===== src/rtl/mem_issue.sv =====
`default_nettype none
// ============================================================================
// Module   : mem_issue
// Purpose  : Initiator side of the dual-port data-memory interface. Converts
//            the upper (u) and lower (l) slot load/store requests into
//            registered per-port memory requests. A same-word pair involving
//            a store is split over two cycles: u issues first, l issues one
//            cycle later from a pending register while stall is raised.
// Ports    : clk, rst (sync, active-high), interlock (global hold)
//            u_/l_ valid, store, addr_in, data, be  - slot requests
//            u_/l_ addr, din, we                    - memory port requests
//            stall                                  - upstream hold
//            conflict_cnt                           - split pairs since reset
// Revision : 1.0 - initial release
// ============================================================================
module mem_issue #(
  parameter int ADDR_W = 17,
  parameter int CNT_W  = 32
) (
  input  logic             clk,
  input  logic             rst,
  input  logic             interlock,
  input  logic             u_valid,
  input  logic             u_store,
  input  logic [31:0]      u_addr_in,
  input  logic [31:0]      u_data,
  input  logic [3:0]       u_be,
  input  logic             l_valid,
  input  logic             l_store,
  input  logic [31:0]      l_addr_in,
  input  logic [31:0]      l_data,
  input  logic [3:0]       l_be,
  output logic [31:0]      u_addr,
  output logic [31:0]      u_din,
  output logic [3:0]       u_we,
  output logic [31:0]      l_addr,
  output logic [31:0]      l_din,
  output logic [3:0]       l_we,
  output logic             stall,
  output logic [CNT_W-1:0] conflict_cnt
);

  typedef enum logic [0:0] {
    IDLE  = 1'b0,
    SPLIT = 1'b1
  } state_t;

  state_t           r_state, w_state_nxt;
  logic [31:0]      r_u_addr, w_u_addr_nxt;
  logic [31:0]      r_u_din, w_u_din_nxt;
  logic [3:0]       r_u_we, w_u_we_nxt;
  logic [31:0]      r_l_addr, w_l_addr_nxt;
  logic [31:0]      r_l_din, w_l_din_nxt;
  logic [3:0]       r_l_we, w_l_we_nxt;
  logic             r_stall, w_stall_nxt;
  logic [CNT_W-1:0] r_cnt, w_cnt_nxt;
  logic [31:0]      r_pend_addr, w_pend_addr_nxt;
  logic [31:0]      r_pend_din, w_pend_din_nxt;
  logic [3:0]       r_pend_we, w_pend_we_nxt;

  logic       w_conflict;
  logic [3:0] w_u_we_req;
  logic [3:0] w_l_we_req;

  // Only the significant word-address bits matter; upper bits are aliases.
  assign w_conflict = u_valid & l_valid & (u_store | l_store) &
                      (u_addr_in[ADDR_W-1:0] == l_addr_in[ADDR_W-1:0]);

  assign w_u_we_req = (u_valid & u_store) ? u_be : 4'b0000;
  assign w_l_we_req = (l_valid & l_store) ? l_be : 4'b0000;

  always_comb begin
    // Default: hold everything (covers interlock).
    w_state_nxt     = r_state;
    w_u_addr_nxt    = r_u_addr;
    w_u_din_nxt     = r_u_din;
    w_u_we_nxt      = r_u_we;
    w_l_addr_nxt    = r_l_addr;
    w_l_din_nxt     = r_l_din;
    w_l_we_nxt      = r_l_we;
    w_stall_nxt     = r_stall;
    w_cnt_nxt       = r_cnt;
    w_pend_addr_nxt = r_pend_addr;
    w_pend_din_nxt  = r_pend_din;
    w_pend_we_nxt   = r_pend_we;

    if (!interlock) begin
      unique case (r_state)
        IDLE: begin
          w_u_addr_nxt = u_addr_in;
          w_u_din_nxt  = u_data;
          w_u_we_nxt   = w_u_we_req;
          w_l_addr_nxt = l_addr_in;
          w_l_din_nxt  = l_data;
          if (w_conflict) begin
            // u goes now; l is parked and replayed next cycle.
            w_l_we_nxt      = 4'b0000;
            w_pend_addr_nxt = l_addr_in;
            w_pend_din_nxt  = l_data;
            w_pend_we_nxt   = w_l_we_req;
            w_state_nxt     = SPLIT;
            w_stall_nxt     = 1'b1;
            w_cnt_nxt       = r_cnt + 1'b1;
          end else begin
            w_l_we_nxt  = w_l_we_req;
            w_stall_nxt = 1'b0;
          end
        end
        SPLIT: begin
          // Inputs ignored; u address/data keep their last (inert) values.
          w_u_we_nxt   = 4'b0000;
          w_l_addr_nxt = r_pend_addr;
          w_l_din_nxt  = r_pend_din;
          w_l_we_nxt   = r_pend_we;
          w_state_nxt  = IDLE;
          w_stall_nxt  = 1'b0;
        end
        default: w_state_nxt = IDLE;
      endcase
    end
  end

  always_ff @(posedge clk) begin
    if (rst) begin
      r_state     <= IDLE;
      r_u_addr    <= '0;
      r_u_din     <= '0;
      r_u_we      <= '0;
      r_l_addr    <= '0;
      r_l_din     <= '0;
      r_l_we      <= '0;
      r_stall     <= 1'b0;
      r_cnt       <= '0;
      r_pend_addr <= '0;
      r_pend_din  <= '0;
      r_pend_we   <= '0;
    end else begin
      r_state     <= w_state_nxt;
      r_u_addr    <= w_u_addr_nxt;
      r_u_din     <= w_u_din_nxt;
      r_u_we      <= w_u_we_nxt;
      r_l_addr    <= w_l_addr_nxt;
      r_l_din     <= w_l_din_nxt;
      r_l_we      <= w_l_we_nxt;
      r_stall     <= w_stall_nxt;
      r_cnt       <= w_cnt_nxt;
      r_pend_addr <= w_pend_addr_nxt;
      r_pend_din  <= w_pend_din_nxt;
      r_pend_we   <= w_pend_we_nxt;
    end
  end

  assign u_addr       = r_u_addr;
  assign u_din        = r_u_din;
  assign u_we         = r_u_we;
  assign l_addr       = r_l_addr;
  assign l_din        = r_l_din;
  assign l_we         = r_l_we;
  assign stall        = r_stall;
  assign conflict_cnt = r_cnt;

endmodule
`default_nettype wire


===== config.mk =====
export PLATFORM = sky130hd
export DESIGN_NAME = mem_issue
export DESIGN_NICKNAME = d
export VERILOG_FILES = /design/src/rtl/mem_issue.sv
export SDC_FILE = /design/constraint.sdc
export NUM_CORES = 1
export LEC_CHECK = 0
export BUFFER_PORTS_ARGS = -buffer_cell sky130_fd_sc_hd__buf_4
export CAP_MARGIN = 20
export CORE_AREA = 2 2 145 147
export CTS_CLUSTER_DIAMETER = 100
export DETAILED_ROUTE_END_ITERATION = 6
export DIE_AREA = 0 0 147 149
export PLACE_DENSITY = 0.77
export RECOVER_POWER = 25
export SKIP_CTS_REPAIR_TIMING = 1
export SLEW_MARGIN = 10
export SYNTH_ARGS = -nofsm -noshare
export SYNTH_HDL_FRONTEND = slang
export SYNTH_SLANG_ARGS = --single-unit

===== constraint.sdc =====
create_clock -name clk -period 2.65 [get_ports clk]
set_input_delay 0.1325 -clock clk [delete_from_list [all_inputs] [get_ports clk]]
set_output_delay 0.1325 -clock clk [all_outputs]
set_load 0.05 [all_outputs]

==> impl.org <==
** Final layout
- Filler Cells Inserted :: approximately 1600
- For this run, the number of standard cells in the final layout without fillers is 1905.
- Once layout is done, the placed cells without fillers occupy 0.0142 mm^2.
- In the final layout, the share of cells above drive strength 1 is 0.168.
- Area growth syn-to-layout :: 41.3%
- Measured on the finished design, the core utilization comes to 0.692.
- For this run, the post-layout net count is approximately 1800.
- Most common cell after layout, fill and taps aside :: sky130_fd_sc_hd__dfxtp_1
- Commonest cells after routing, fill and taps aside :: sky130_fd_sc_hd__dfxtp_1, sky130_fd_sc_hd__a21oi_1, sky130_fd_sc_hd__buf_4, sky130_fd_sc_hd__nor2_1, sky130_fd_sc_hd__nand2_1

** Setup path
- Data on the critical path is required at its endpoint by just over 3000 ps.
- Arrival time of data at the critical path endpoint :: ~3000 ps
- Launching element type of the critical path :: input port
- Peak fanout along the critical path :: 132
- Category of the worst setup path capture point :: flip-flop
- The worst setup path is of the input port to flip-flop kind.

** GRT
- First-pass GRT wire length :: 47400 um
- The number of antenna violations at the first check in global routing came to 2.
- The number of global-route vias before repair came to 9280.
- Largest net degree at the start of global routing :: 133
- For this run, the total global-route usage over all layers was measured as 0.261.
- Global routing finished with a remaining overflow of 0.

** STA
- In this run the tightest slew margin relative to its limit is 0.242.
- The max-slew violation count came to 0.
- Period minus WS final :: between 2000 and 3000 ps
- Final TNS setup :: 0 ps
- The total count of hold-check failures in the final report is 0.
- Final setup margin :: between 90 and 100 ps
- Worst hold slack :: around 32 ps
- Number of setup violations in the final report :: 0
- Slew of the pin with the lowest slew margin :: about 1100 ps
- Setup repair after global routing left no endpoint under its margin.
- Clock tree skew after final layout :: roughly 8 ps
- Fmax :: 391 MHz
- Of the available clock period, the critical path in the final layout requires 0.965.

** Routing
- DRC errors left :: 0
- The first detailed-routing pass ran for 5 iterations.
- Violation count after the first detailed-routing iteration :: 814
- After detailed routing, the total wire length is about 34000 um.
- Highest routing layer actually used :: met4
- In this run the remaining antenna-violating nets after routing total 0.
- In the final routed layout, each cell accounts on average for approximately 18 um.
- After detailed routing, the wire length on met1 is approximately 14000 um.
- Routed wire length on met3 :: approximately 2600 um
- Ratio of routed vias to standard cells :: 5.66
- Met2 WL :: between 15000 and 20000 um
- Vias after detailed routing :: approximately 11000

** Logic synthesis
- The Yosys step of the flow raised 0 warnings.
- Most used flip-flop cell after synthesis :: sky130_fd_sc_hd__dfxtp_1
- FFs w/ async S/R, synth :: 0
- In this run the cell area of the synthesized design comes to 0.0101 mm^2.
- Library cells used by synthesis :: 34
- Yosys mapped a number of flops with a built-in enable equal to 0.
- Syn_nets :: about 1400
- Counting every instance in the synthesized netlist gives ~1200.
- After synthesis the netlist holds a flip-flop and latch count of ~240.
- The share of the Yosys chip area taken by registers is 0.471.
- Post-Synthesis Mean Instance Area :: 8.12 um^2

** Clock tree
- The clock passes through at most 3 buffers.
- CTS built an H-tree with a depth of 1.
- The clock reaches the later pin of the worst-skew pair after 520 ps.
- CTS placed an instance of sky130_fd_sc_hd__clkbuf_16 at the clock tree root.
- Clock-pin slew was measured on the worst setup and hold paths at around 60 ps.
- TritonCTS created 25 clock buffers.
- TritonCTS Sinks :: between 200 and 250
- TritonCTS clock tree :: built

** Placed design
- Area post-placement :: around 0.013 mm^2
- The count of buffers added on input and output ports is between 300 and 400.
- Final HPWL DP :: a little under 20000 um
- Placed cell count :: 1729
- DP Worst Slack :: around 300 ps
- Routability-driven placement finished with a final weighted congestion of 0.847.

** Power and ir drop
- Tot Pwr :: 8.24 mW
- The analysis attributes to cell leakage a power of between 5 and 6 nW.
- Across the VDD grid, the largest voltage drop is around 540 uV.
- Power density normalized to cell area :: 580 mW/mm^2

** Floorplanning
- Core Region :: 0.0206 mm^2
- DIE HEIGHT :: between 100 and 150 um
- Die Span X :: 147 um
- In this run the core area contains 53 standard-cell rows.
- Die area :: between 0.02 and 0.025 mm^2
- Initial Util :: 0.490
- IO Count :: about 310

** Outcome
- The flow ran to the end, and the final reports show no timing, DRC or antenna violations.

** Job
- Max-capacitance violation count :: 0

** Hold path
- The tightest min-delay check is of the input port to flip-flop type.
worst max-delay path, stage by stage:
cell                            delay [ps]
sky130_fd_sc_hd__dlygate4sd3_1         540
sky130_fd_sc_hd__buf_4                 140
sky130_fd_sc_hd__xor2_1                160
sky130_fd_sc_hd__nor4_1                660
sky130_fd_sc_hd__nand3_4               140
sky130_fd_sc_hd__buf_12                260
sky130_fd_sc_hd__nor4_1                430
sky130_fd_sc_hd__mux2_1                350
synth_stat cells, drive strengths merged, types with 7 or more instances:
| master | n | share of area |
|---|---|---|
| nand4 | 76 | 0.048 |
| xor2 | 17 | 0.015 |
| nor4 | 12 | 0.0093 |
| and3 | 8 | 0.0050 |
| or4 | 30 | 0.022 |
| o31ai | 24 | 0.018 |
| buf | 28 | 0.015 |
| mux2i | 64 | 0.064 |
| nor2 | 145 | 0.054 |
| a21oi | 228 | 0.11 |
| nand3 | 22 | 0.011 |
| nand2 | 142 | 0.053 |
| clkbuf | 87 | 0.032 |
| inv | 7 | 0.0026 |
| o21ai | 74 | 0.037 |
| dfxtp | 237 | 0.47 |
layout make-up:
cell class,count,area (um^2),share of cell area
Inverter,7,26.3,0.00185
Tap cell,275,344,0.0242
Antenna cell,3,7.51,0.000528
Sequential cell,237,4750,0.334
Multi-Input combinational cell,880,4860,0.341
Timing Repair Buffer,462,3510,0.247
Clock buffer,35,693,0.0487
Clock inverter,6,36.3,0.00255
metal layers:
metal  vias up  GRT usage
met1      5031      0.332
met5         -          0
met2       513      0.435
li1       5143          -
met3        95     0.0651
met4         0     0.0913
flip-flops by register name, summed over array words and instances (netlist names):
name,cells
conflict_cnt,32
u_we,4
stall,1
l_addr,32
l_din,32
u_din,32
u_addr,32
r_pend_addr,32
r_pend_din,32
r_pend_we,4
l_we,4
where the power goes:
group / switching, mW / internal [mW]
sequential: 0.0645 / 3.67
clock: 1.41 / 1.81
combinational: 0.831 / 0.453
path summary, 6_finish.rpt:
path,from,endpoint,slack [ps],cells after the start
max,u_addr_in[14],conflict_cnt[21],90,8
min,l_be[0],r_pend_we[0],30,4
max reg2reg,conflict_cnt[3],conflict_cnt[20],420,5
min reg2reg,u_din[31],u_din[31],450,2
logic make-up after synthesis:
family / Yosys count / synth area share
compound gates: 336 / 0.176
mux: 69 / 0.0692
simple gates: 457 / 0.218
flops: 237 / 0.471
buf+inv: 122 / 0.0497
xor+xnor: 17 / 0.0148
fa+ha+maj: 1 / 0.00124
Note: power is estimated with default switching activity, not from simulation.
